[src/rtl/pulse_conditioner_pkg.sv]
// Shared definitions for the pulse conditioner.
//   mode_e     : edge-select encodings seen on the MODE port.
//   cnt_width  : bit width of a counter that must hold values 0..max_val.
package pulse_conditioner_pkg;

    typedef enum logic [1:0] {
        MODE_RISE = 2'b00,
        MODE_FALL = 2'b01,
        MODE_BOTH = 2'b10,
        MODE_OFF  = 2'b11
    } mode_e;

    // A counter for 0..max_val needs $clog2(max_val+1) bits; never less than one.
    function automatic int cnt_width(input int max_val);
        return (max_val < 1) ? 1 : $clog2(max_val + 1);
    endfunction

endpackage

[src/rtl/pulse_cond_ch.sv]
// One pulse-conditioner channel: synchroniser chain, debounce filter,
// mode-qualified edge detect and one-shot pulse counter.
// Ports:
//   CLK      in  system clock, rising edge
//   RST      in  asynchronous active-high reset
//   EN       in  pulse enable; 0 clears the pulse counter
//   MODE     in  edge select (mode_e)
//   l_in     in  normalised, still asynchronous level
//   p_out    out registered one-shot pulse
//   lvl_out  out registered debounced level
//   busy_out out high while the pulse counter is non-zero
module pulse_cond_ch
    import pulse_conditioner_pkg::*;
#(
    parameter int SYNC_STAGES = 2,
    parameter int DEB_CYCLES  = 4,
    parameter int PULSE_LEN   = 1
) (
    input  logic       CLK,
    input  logic       RST,
    input  logic       EN,
    input  logic [1:0] MODE,
    input  logic       l_in,
    output logic       p_out,
    output logic       lvl_out,
    output logic       busy_out
);

    localparam int DW = cnt_width(DEB_CYCLES);
    localparam int PW = cnt_width(PULSE_LEN);
    // Value the debounce counter holds on the cycle the level is accepted.
    localparam logic [DW-1:0] DEB_TOP   = DW'(DEB_CYCLES - 1);
    localparam logic [PW-1:0] PULSE_TOP = PW'(PULSE_LEN);

    logic [SYNC_STAGES-1:0] sync_q, sync_d;
    logic [DW-1:0]          deb_cnt_q, deb_cnt_d;
    logic [PW-1:0]          pcnt_q, pcnt_d;
    logic                   lvl_q, lvl_d;
    logic                   active_q, active_d;
    logic                   s_lvl;
    logic                   toggle;
    logic                   edge_ev;

    assign s_lvl = sync_q[SYNC_STAGES-1];

    always_comb begin
        sync_d    = {sync_q[SYNC_STAGES-2:0], l_in};
        lvl_d     = lvl_q;
        deb_cnt_d = '0;
        toggle    = 1'b0;
        // Any cycle where s matches LVL wipes the count: no partial credit.
        if (s_lvl != lvl_q) begin
            if (deb_cnt_q == DEB_TOP) begin
                toggle = 1'b1;
                lvl_d  = ~lvl_q;
            end else begin
                deb_cnt_d = deb_cnt_q + 1'b1;
            end
        end
    end

    // Direction is judged from the level before the toggle.
    always_comb begin
        edge_ev = 1'b0;
        case (mode_e'(MODE))
            MODE_RISE: edge_ev = toggle & ~lvl_q;
            MODE_FALL: edge_ev = toggle &  lvl_q;
            MODE_BOTH: edge_ev = toggle;
            default:   edge_ev = 1'b0;
        endcase
    end

    // Events arriving while a pulse runs are dropped, not queued or extended.
    always_comb begin
        pcnt_d = '0;
        if (!EN) begin
            pcnt_d = '0;
        end else if (pcnt_q != '0) begin
            pcnt_d = pcnt_q - 1'b1;
        end else if (edge_ev) begin
            pcnt_d = PULSE_TOP;
        end
        active_d = (pcnt_d != '0);
    end

    always_ff @(posedge CLK or posedge RST) begin
        if (RST) begin
            sync_q    <= '0;
            deb_cnt_q <= '0;
            lvl_q     <= 1'b0;
            pcnt_q    <= '0;
            active_q  <= 1'b0;
        end else begin
            sync_q    <= sync_d;
            deb_cnt_q <= deb_cnt_d;
            lvl_q     <= lvl_d;
            pcnt_q    <= pcnt_d;
            active_q  <= active_d;
        end
    end

    assign p_out    = active_q;
    assign busy_out = active_q;
    assign lvl_out  = lvl_q;

endmodule

[src/rtl/pulse_conditioner.sv]
// Multi-channel level-to-pulse converter for buttons and switches.
// Each channel is an independent pulse_cond_ch; this level only applies
// the input polarity.
// Ports:
//   CLK  in  system clock, rising edge
//   RST  in  asynchronous active-high reset
//   EN   in  global enable; 0 forces P low and aborts running pulses
//   MODE in  edge select: 00 rise, 01 fall, 10 both, 11 off
//   L    in  raw asynchronous levels, N_CH wide
//   P    out registered one-shot pulses
//   LVL  out registered debounced, normalised levels
//   BUSY out per-channel pulse-in-progress flags
module pulse_conditioner
    import pulse_conditioner_pkg::*;
#(
    parameter int N_CH        = 4,
    parameter int SYNC_STAGES = 2,
    parameter int DEB_CYCLES  = 4,
    parameter int PULSE_LEN   = 1,
    parameter int ACTIVE_LOW  = 0
) (
    input  logic            CLK,
    input  logic            RST,
    input  logic            EN,
    input  logic [1:0]      MODE,
    input  logic [N_CH-1:0] L,
    output logic [N_CH-1:0] P,
    output logic [N_CH-1:0] LVL,
    output logic [N_CH-1:0] BUSY
);

    // Inverting active-low pins makes "pressed" read as 1 inside every channel.
    localparam logic [N_CH-1:0] POL_MASK = (ACTIVE_LOW != 0) ? {N_CH{1'b1}} : {N_CH{1'b0}};

    logic [N_CH-1:0] l_norm;

    assign l_norm = L ^ POL_MASK;

    generate
        for (genvar gi = 0; gi < N_CH; gi++) begin : g_ch
            pulse_cond_ch #(
                .SYNC_STAGES (SYNC_STAGES),
                .DEB_CYCLES  (DEB_CYCLES),
                .PULSE_LEN   (PULSE_LEN)
            ) u_ch (
                .CLK      (CLK),
                .RST      (RST),
                .EN       (EN),
                .MODE     (MODE),
                .l_in     (l_norm[gi]),
                .p_out    (P[gi]),
                .lvl_out  (LVL[gi]),
                .busy_out (BUSY[gi])
            );
        end
    endgenerate

endmodule

[config.mk]
export PLATFORM = sky130hd
export DESIGN_NAME = pulse_conditioner
export DESIGN_NICKNAME = d
export VERILOG_FILES = /design/src/rtl/pulse_conditioner_pkg.sv /design/src/rtl/pulse_cond_ch.sv /design/src/rtl/pulse_conditioner.sv
export SDC_FILE = /design/constraint.sdc
export NUM_CORES = 1
export LEC_CHECK = 0
export CORE_MARGIN = 4
export CORE_UTILIZATION = 43
export CTS_CLUSTER_DIAMETER = 60
export DETAILED_ROUTE_END_ITERATION = 7
export GPL_TIMING_DRIVEN = 0
export PLACE_DENSITY_LB_ADDON = 0.05
export SKIP_LAST_GASP = 1
export SLEW_MARGIN = 15
export SYNTH_ARGS = -nofsm -noshare
export SYNTH_HDL_FRONTEND = slang
export SYNTH_SLANG_ARGS = --single-unit
[constraint.sdc]
create_clock -name CLK -period 1.27 [get_ports CLK]
set_input_delay 0.3175 -clock CLK [delete_from_list [all_inputs] [get_ports CLK]]
set_output_delay 0.3175 -clock CLK [all_outputs]
set_load 0.05 [all_outputs]
; ---- After elaboration in Yosys (flattened, before gate mapping)
; Cells that the tools add are included.
[op_classes]
n_addsub = 8
eq_ne = 10
mux = 32
bitwise_logic = 12
n_reduce_logical = 5
[op_table]
columns = op, n
row1 = two-way mux 3 bit, 8
row2 = two-way mux 1 bit, 20
row3 = adder 3 x 1 -> 3 bit (second input constant), 4
row4 = equality test 3 x 2 -> 1 bit (second input constant), 4
row5 = one-hot mux 1 bit (3 select lines), 4
row6 = AND 1 bit, 8
row7 = AND reduction 2 bit, 4
row8 = inequality test 1 bit, 4
row9 = NOT 1 bit, 4
row10 = subtractor 1 bit (second input constant), 4
row11 = equality test 2 x 1 -> 1 bit (second input constant), 1
row12 = equality test 2 bit (second input constant), 1
row13 = zero test 2 bit, 1
[totals]
regBits = 28
inputBits = 9
output_inout_bits = 12
word_cells = 83

; ---- Logic depth before layout (Yosys ltp)
; Gate-level depths: netlist of run 1.
[depth]
ltp_word = 8
mapped_depth = 3
mapped_depth_nobuf = 3

; ---- Hierarchy
; Synthesis of run 1 repeated with hierarchy kept, for this count alone.
[hier_totals]
hier_cells = 88
hier_area_um2 = 1151.1
[by_module_without_submodules]
columns = mod, instances, cells_per_inst, area_per_inst_um2, seq_area_each_um2
row1 = pulse_cond_ch, 4, 22, 287.8, 175.2

; ---- Least setup slack after synthesis of run 1
; Ideal clock, no wire load.
[synth_path]
path_type = reg2reg
from = register g_ch[1].u_ch.deb_cnt_q[0]
to = register g_ch[1].u_ch.lvl_q
setup_time_ps = 125
arrival_ps = 1038
required_time_ps = 1145
path_slack_ps = 108
path_stages_with_launch = 4
n_path_buf = 0
period_less_slack_ps = 1162
path_cell_list = dfrtp_1 -> ha_1 -> nor2b_1 -> mux2_2
[synth_via]
elab_chain_len = 2
[synth_rtl]
columns = item, line_no
row1 = "start, declared", pulse_cond_ch.sv:36  ; logic [DW-1:0] deb_cnt_q, deb_cnt_d;
row2 = "start signal, assigned", pulse_cond_ch.sv:95  ; deb_cnt_q <= deb_cnt_d;
row3 = equality test 3 x 2 -> 1 bit, pulse_cond_ch.sv:53  ; if (deb_cnt_q == DEB_TOP) begin
row4 = AND reduction 2 bit (no line), -
row5 = "end signal, assigned", pulse_cond_ch.sv:96  ; lvl_q <= lvl_d;
row6 = "end, declared", pulse_cond_ch.sv:38  ; logic lvl_q, lvl_d;
; Every way passes these cells.
; A chain may end at the register's enable or synchronous reset.

==> flow_summary.ini, run 1 <==
[die]
rows = 18
ioPinCount = 21
core_um2 = 2500
dieArea_um2 = 3550
initial_utilization_pct = 45.7
fp.dieH_um = 59.6
die_w_um = 59.6

[worst_setup_path]
critPathBufInv = 2
reg2reg_from = g_ch[0].u_ch.deb_cnt_q[0]
startpoint = g_ch[2].u_ch.pcnt_q
worstSetupEndpointType = output pin
critPathRequiredTime_ns = 0.95
arrival_ns = 1.02
cpMaxStageDelayCell = dfrtp_1
cpLargestDelayFamily = flip-flops
max_stage_delay_ns = 0.43
crit_path_start_kind = flop
worstPathMaxFanout = 3
criticalPathCategory = flop to output pin
path_cells = buf_4 > buf_8

[power]
leakage_nw = 0.735
powerDensity_nw_per_um2 = 1750
peakVddDrop_mv = 1.11

[place]
place_congestion = 0.679
place_ws_ns = -0.416
portBuffers = 20
dp_hpwl_um = 1280
dpl_cell_area_um2 = 1380

[grt]
grt_start_max_net_pins = 29
grt_antenna_before_repair = 0
grt.overflow.total = 0
grt_pass1_wl_um = 3330
grt_usage_pct = 12.7
grt_pass1_vias = 775

[clock_tree]
cts_sinks = 28
clock_latency_ns = 0.31
holdBufCountCts = 0
htree_levels = 1
tritoncts = built
clk_path_buf_depth = 2
clock-root-buffer = clkbuf_4
cts_made_buffers = 3
clk_pin_slew_ns = 0.13

[final_layout]
areaGrowthSynthToFinish_pct = 33.9
drive_gt1_share_pct = 35.4
fillers = 198
fin_area_um2 = 1530
diodes = 0
final_nets = 128

[sta]
post-route-period-util_pct = 106
grt_setup_unrepaired = yes
timing.slew.headroom_pct = 33.7
finClkSkew_ns = 0.000877
setup_viol = 9
post-route-min-period_ns = 1.34
final-hold-violation-count = 0
slew_viol_final = 0
layout_setup_ws_ns = -0.0722
fmax_mhz = 745
worstMarginPinSlew_ns = 0.989

[run_status]
status = finished with violations
violations = negative setup slack

[worst_hold_path]
hold_start = g_ch[0].u_ch.sync_q[0]
min_path_type = flop to flop

[yosys]
synth_top_cells_by_area = dfrtp_1 (61%), buf_4 (7.9%), ha_1 (4.4%)
netlist_instances = 86
ys_ff_latch = 28
synth_top_area_share_pct = 61.3
synth.distinct_cells = 15
yosys_warnings = 0
synth_common_cells = dfrtp_1 (28), buf_4 (12), nand2b_1 (7), nor2b_1 (6), nor3b_1 (6)
synth_flop_cell = dfrtp_1
syn_area_um2 = 1140
synth_edf_count = 0
async_flop_share_pct = 100
synth.yosys.seq_area_share_pct = 61.3
syn_area_per_cell_um2 = 13.3
yosysTopAreaCell = dfrtp_1
syn_nets = 99
yosysMostFrequentCell = dfrtp_1

[route]
drt_pass1_iterations = 4
wl_per_cell_um = 13.3
antenna_left = 0
routed_via_density = 4.90
vias = 701
drc = 0
drt-initial-drc-count = 24
drt-total-wl_um = 1910

[run]
drv_cap = 0
[repair_timing]
| action | CTS | global route |
|---|---|---|
| setup buffers | 5 | 2 |
| endpoints found under the setup margin | 18 | 18 |
| gates cloned | 0 | 0 |
| pin swaps | 0 | 1 |
| resized for setup | 98 | 8 |
[area by class of cell]
class | count | area [um2] | share of cell area, %
clock buffer | 3 | 22.5 | 1.47
buffer | 9 | 86.3 | 5.64
timing repair buffer | 27 | 304 | 19.9
inverter | 1 | 3.75 | 0.245
tap | 30 | 37.5 | 2.45
sequential | 28 | 701 | 45.8
multi-input combinational | 45 | 377 | 24.6
[sequential cells by signal (all words and copies together) (netlist names)]
name,flops
g_ch.u_ch.lvl_out,4
g_ch.u_ch.pcnt_q,4
g_ch.u_ch.sync_q,8
g_ch.u_ch.deb_cnt_q,12
[per-layer routing]
| layer | share of wire [%] | vias up | wire (um) | track usage, % |
|---|---|---|---|---|
| li1 | - | 337 | - | - |
| met1 | 44 | 349 | 840 | 14.4 |
| met2 | 50 | 13 | 952 | 22.3 |
| met3 | 5.2 | 2 | 99 | 2.61 |
| met4 | 0.79 | 0 | 15 | 6.65 |
| met5 | 0 | - | 0 | 0 |
[layout by cell type, fill, tap and decap left out]
cell,Yosys,routed
dlymetal6s2s_1,0,1
buf_4,12,11
dfrtp_1,28,28
o2bb2ai_1,1,1
nor2_1,1,1
clkdlybuf4s50_1,0,7
clkbuf_4,0,3
nor2b_2,0,2
nor3b_1,6,6
nand2b_1,7,7
buf_8,0,9
nor3_1,4,4
buf_6,0,8
xnor2_2,0,1
nor2b_4,0,2
o22ai_1,3,3
mux2_2,4,4
and2_1,3,3
nor2b_1,6,2
clkinv_1,0,1
and4b_1,4,4
ha_1,4,4
xnor2_1,2,1
[through the flow]
step	hold slack (ns)	TNS, ns	util, %	total power, mW	cells
after floorplan	0.331	0	-	1.90	86
after detailed placement	0.336	-15.52	55.3	2.16	136
after CTS	0.369	-0.740	59.5	2.64	141
after global routing	0.375	-1.03	61.3	2.85	143
final	0.365	-0.589	61.3	2.67	143
after global placement	0.334	-14.14	55.3	2.12	136
[kinds of logic after synthesis]
logic type / after synthesis / share of synthesized area, %
multiplexers: 4 / 3.94
AND/OR/NAND/NOR: 31 / 18.3
XOR/XNOR: 2 / 1.53
flip-flops: 28 / 61.3
adder cells (fa/ha/maj): 4 / 4.38
buffers and inverters: 13 / 8.21
AO/OA/AOI/OAI: 4 / 2.41
[power breakdown]
part	total (mW)	switching, mW	internal (mW)
Sequential	1.18	0.111	1.07
Combinational	1.15	0.556	0.593
Clock	0.349	0.238	0.111
Total	2.67	0.905	1.77
[path summary, 6_finish.rpt]
kind                       depth (start not counted)                        end  slack, ns
min reg2reg                                        0     g_ch[0].u_ch.sync_q[1]       0.36
min in group asynchronous                          2        g_ch[1].u_ch.pcnt_q       0.41
max reg2reg                                        3       g_ch[0].u_ch.lvl_out       0.08
max                                                2                    BUSY[2]      -0.07
min                                                0     g_ch[0].u_ch.sync_q[1]       0.36
max in group asynchronous                          2  g_ch[2].u_ch.deb_cnt_q[1]       0.41
[worst register-to-register path, cell delays in order (launching register included)]
cell and delay (ns):
dfrtp_1 0.38, ha_1 0.17, nor2b_2 0.19, mux2_2 0.35
Power figures use the tool's default switching activity.
==> inputs of run 2 (changes only) <==
--- a/constraint.sdc
+++ b/constraint.sdc
@@ -3,2 +3,2 @@
 set_output_delay 0.3175 -clock CLK [all_outputs]
-set_load 0.05 [all_outputs]
+set_load 0.1 [all_outputs]
==> flow_summary.ini, run 2 (synthesized netlist as in run 1, its figures left out) <==
[worst_setup_path]
reg2reg_to = g_ch[0].u_ch.lvl_out
worstSetupEndpointType = output pin
reg2reg_from = g_ch[0].u_ch.deb_cnt_q[0]
criticalPathCategory = flop to output pin
path_cells = buf_4 > buf_12
max_stage_delay_ns = 0.43
critPathBufInv = 2
r2r_slack_ns = 0.07
critPathRequiredTime_ns = 0.95
worstPathMaxFanout = 3
cpMaxStageDelayCell = dfrtp_1
rr_worst_depth = 3
cpLargestDelayFamily = flip-flops
crit_path_start_kind = flop
arrival_ns = 1.05

[run]
drv_cap = 0

[sta]
post-route-min-period_ns = 1.37
slew_viol_final = 0
grt_setup_unrepaired = yes
post-route-period-util_pct = 108
worstMarginPinSlew_ns = 0.982
final-hold-violation-count = 0
finClkSkew_ns = 0.000870
setup_viol = 9
layout_setup_ws_ns = -0.0992
fmax_mhz = 730
timing.slew.headroom_pct = 34.1

[route]
vias = 702
drc = 0
wl_per_cell_um = 13.5
routed_via_density = 4.88
drt-initial-drc-count = 11
antenna_left = 0
drt_pass1_iterations = 4
drt-total-wl_um = 1940

[grt]
grt_pass1_vias = 791
grt_start_max_net_pins = 29
grt_usage_pct = 12.8
grt_pass1_wl_um = 3350
grt.overflow.total = 0
grt_antenna_before_repair = 0

[run_status]
status = finished with violations
violations = negative setup slack

[final_layout]
largest_register_ffs = 12
mostFrequentLayoutCells = dfrtp_1 (28), buf_4 (12), buf_12 (12), clkdlybuf4s50_1 (8), nand2b_1 (7)
areaGrowthSynthToFinish_pct = 40.6
largestRegisters = g_ch.u_ch.deb_cnt_q: 12 flops, g_ch.u_ch.sync_q: 8 flops
drive_gt1_share_pct = 36.0
top_register = g_ch.u_ch.deb_cnt_q
final_nets = 129
finalNonFillerCells = 144
mostFrequentLayoutCell = dfrtp_1
diodes = 0
fillers = 190

[place]
dp_hpwl_um = 1280
dp.cells = 136
portBuffers = 20
place_congestion = 0.679

[clock_tree]
cts_sinks = 28
holdBufCountCts = 0
htree_levels = 1
cts_made_buffers = 3
clock_latency_ns = 0.31
clk_pin_slew_ns = 0.14
tritoncts = built
clk_path_buf_depth = 2
clock-root-buffer = clkbuf_4

[die]
dieArea_um2 = 3550
fp.dieH_um = 59.6
rows = 18
die_w_um = 59.6
initial_utilization_pct = 45.7
core_um2 = 2500
ioPinCount = 21

[power]
powerDensity_nw_per_um2 = 1900
peakVddDrop_mv = 1.40
power_mw = 3.06
leakage_nw = 0.749

[worst_hold_path]
whs_endpoint = g_ch[0].u_ch.sync_q[1]
min_path_type = flop to flop
hold_start = g_ch[0].u_ch.sync_q[0]
holdPathStages = 0
==> run 2: changes by cell type in the layout (fill, tap and decap cells not counted), sizes merged <==
| cell | delta |
|---|---|
| buf | +1 |
| clkdlybuf4s50 | +1 |
| dlymetal6s2s | -1 |
==> run 2: power by group <==
part / switching, mW / internal, mW / leakage (nW)
Clock: 0.240 / 0.111 / 0.0138
Combinational: 0.841 / 0.680 / 0.378
Sequential: 0.117 / 1.07 / 0.357
==> run 2: worst max path at each step <==
| stage | to | slack [ns] | cells past startpoint | start |
|---|---|---|---|---|
| after floorplan | g_ch[1].u_ch.lvl_out | 0.11 | 3 | g_ch[1].u_ch.deb_cnt_q[0] |
| after global placement | LVL[3] | -0.69 | 2 | g_ch[3].u_ch.lvl_out |
| after detailed placement | LVL[3] | -0.69 | 2 | g_ch[3].u_ch.lvl_out |
| after CTS | BUSY[2] | -0.12 | 2 | g_ch[2].u_ch.pcnt_q |
| after global routing | BUSY[0] | -0.15 | 2 | g_ch[0].u_ch.pcnt_q |
| final | BUSY[0] | -0.1 | 2 | g_ch[0].u_ch.pcnt_q |
==> run 2: layout make-up <==
cell class                 instances  area [um2]  area share (%)
inverter                           1        3.75           0.233
tap                               30        37.5            2.33
sequential                        28         701            43.6
clock buffer                       3        22.5            1.40
multi-input combinational         45         377            23.4
timing repair buffer              28         380            23.7
buffer                             9        86.3            5.37
==> run 2: worst register-to-register path: stages, from the launching register on <==
cell and delay [ns]:
dfrtp_1 0.38, ha_1 0.18, nor2b_2 0.19, mux2_2 0.35
==> run 2: repair_timing <==
item,in CTS,in global routing
endpoints found under the setup margin,18,17
pin swaps,0,1
gates resized for setup,112,8
setup buffers,5,3
==> run 2: stage by stage <==
step / TNS (ns) / setup slack, ns / hold WS, ns / instance area (um2) / util, %
2_1_floorplan: 0 / 0.108 / 0.331 / 1140 / -
3_3_place_gp: -18.12 / -0.692 / 0.334 / 1380 / 55.3
3_5_place_dp: -19.49 / -0.690 / 0.336 / 1380 / 55.3
4_1_cts: -0.944 / -0.116 / 0.369 / 1550 / 62.2
5_1_grt: -1.34 / -0.155 / 0.375 / 1610 / 64.3
6_report: -0.785 / -0.0992 / 0.365 / 1610 / 64.3
==> run 2: metal layers <==
| layer | vias up | part of all wire [%] | global-route usage, % |
|---|---|---|---|
| li1 | 340 | - | - |
| met1 | 347 | 44 | 14.4 |
| met2 | 13 | 50 | 22.6 |
| met3 | 2 | 5.6 | 2.61 |
| met4 | 0 | 0.77 | 6.65 |
| met5 | - | 0 | 0 |
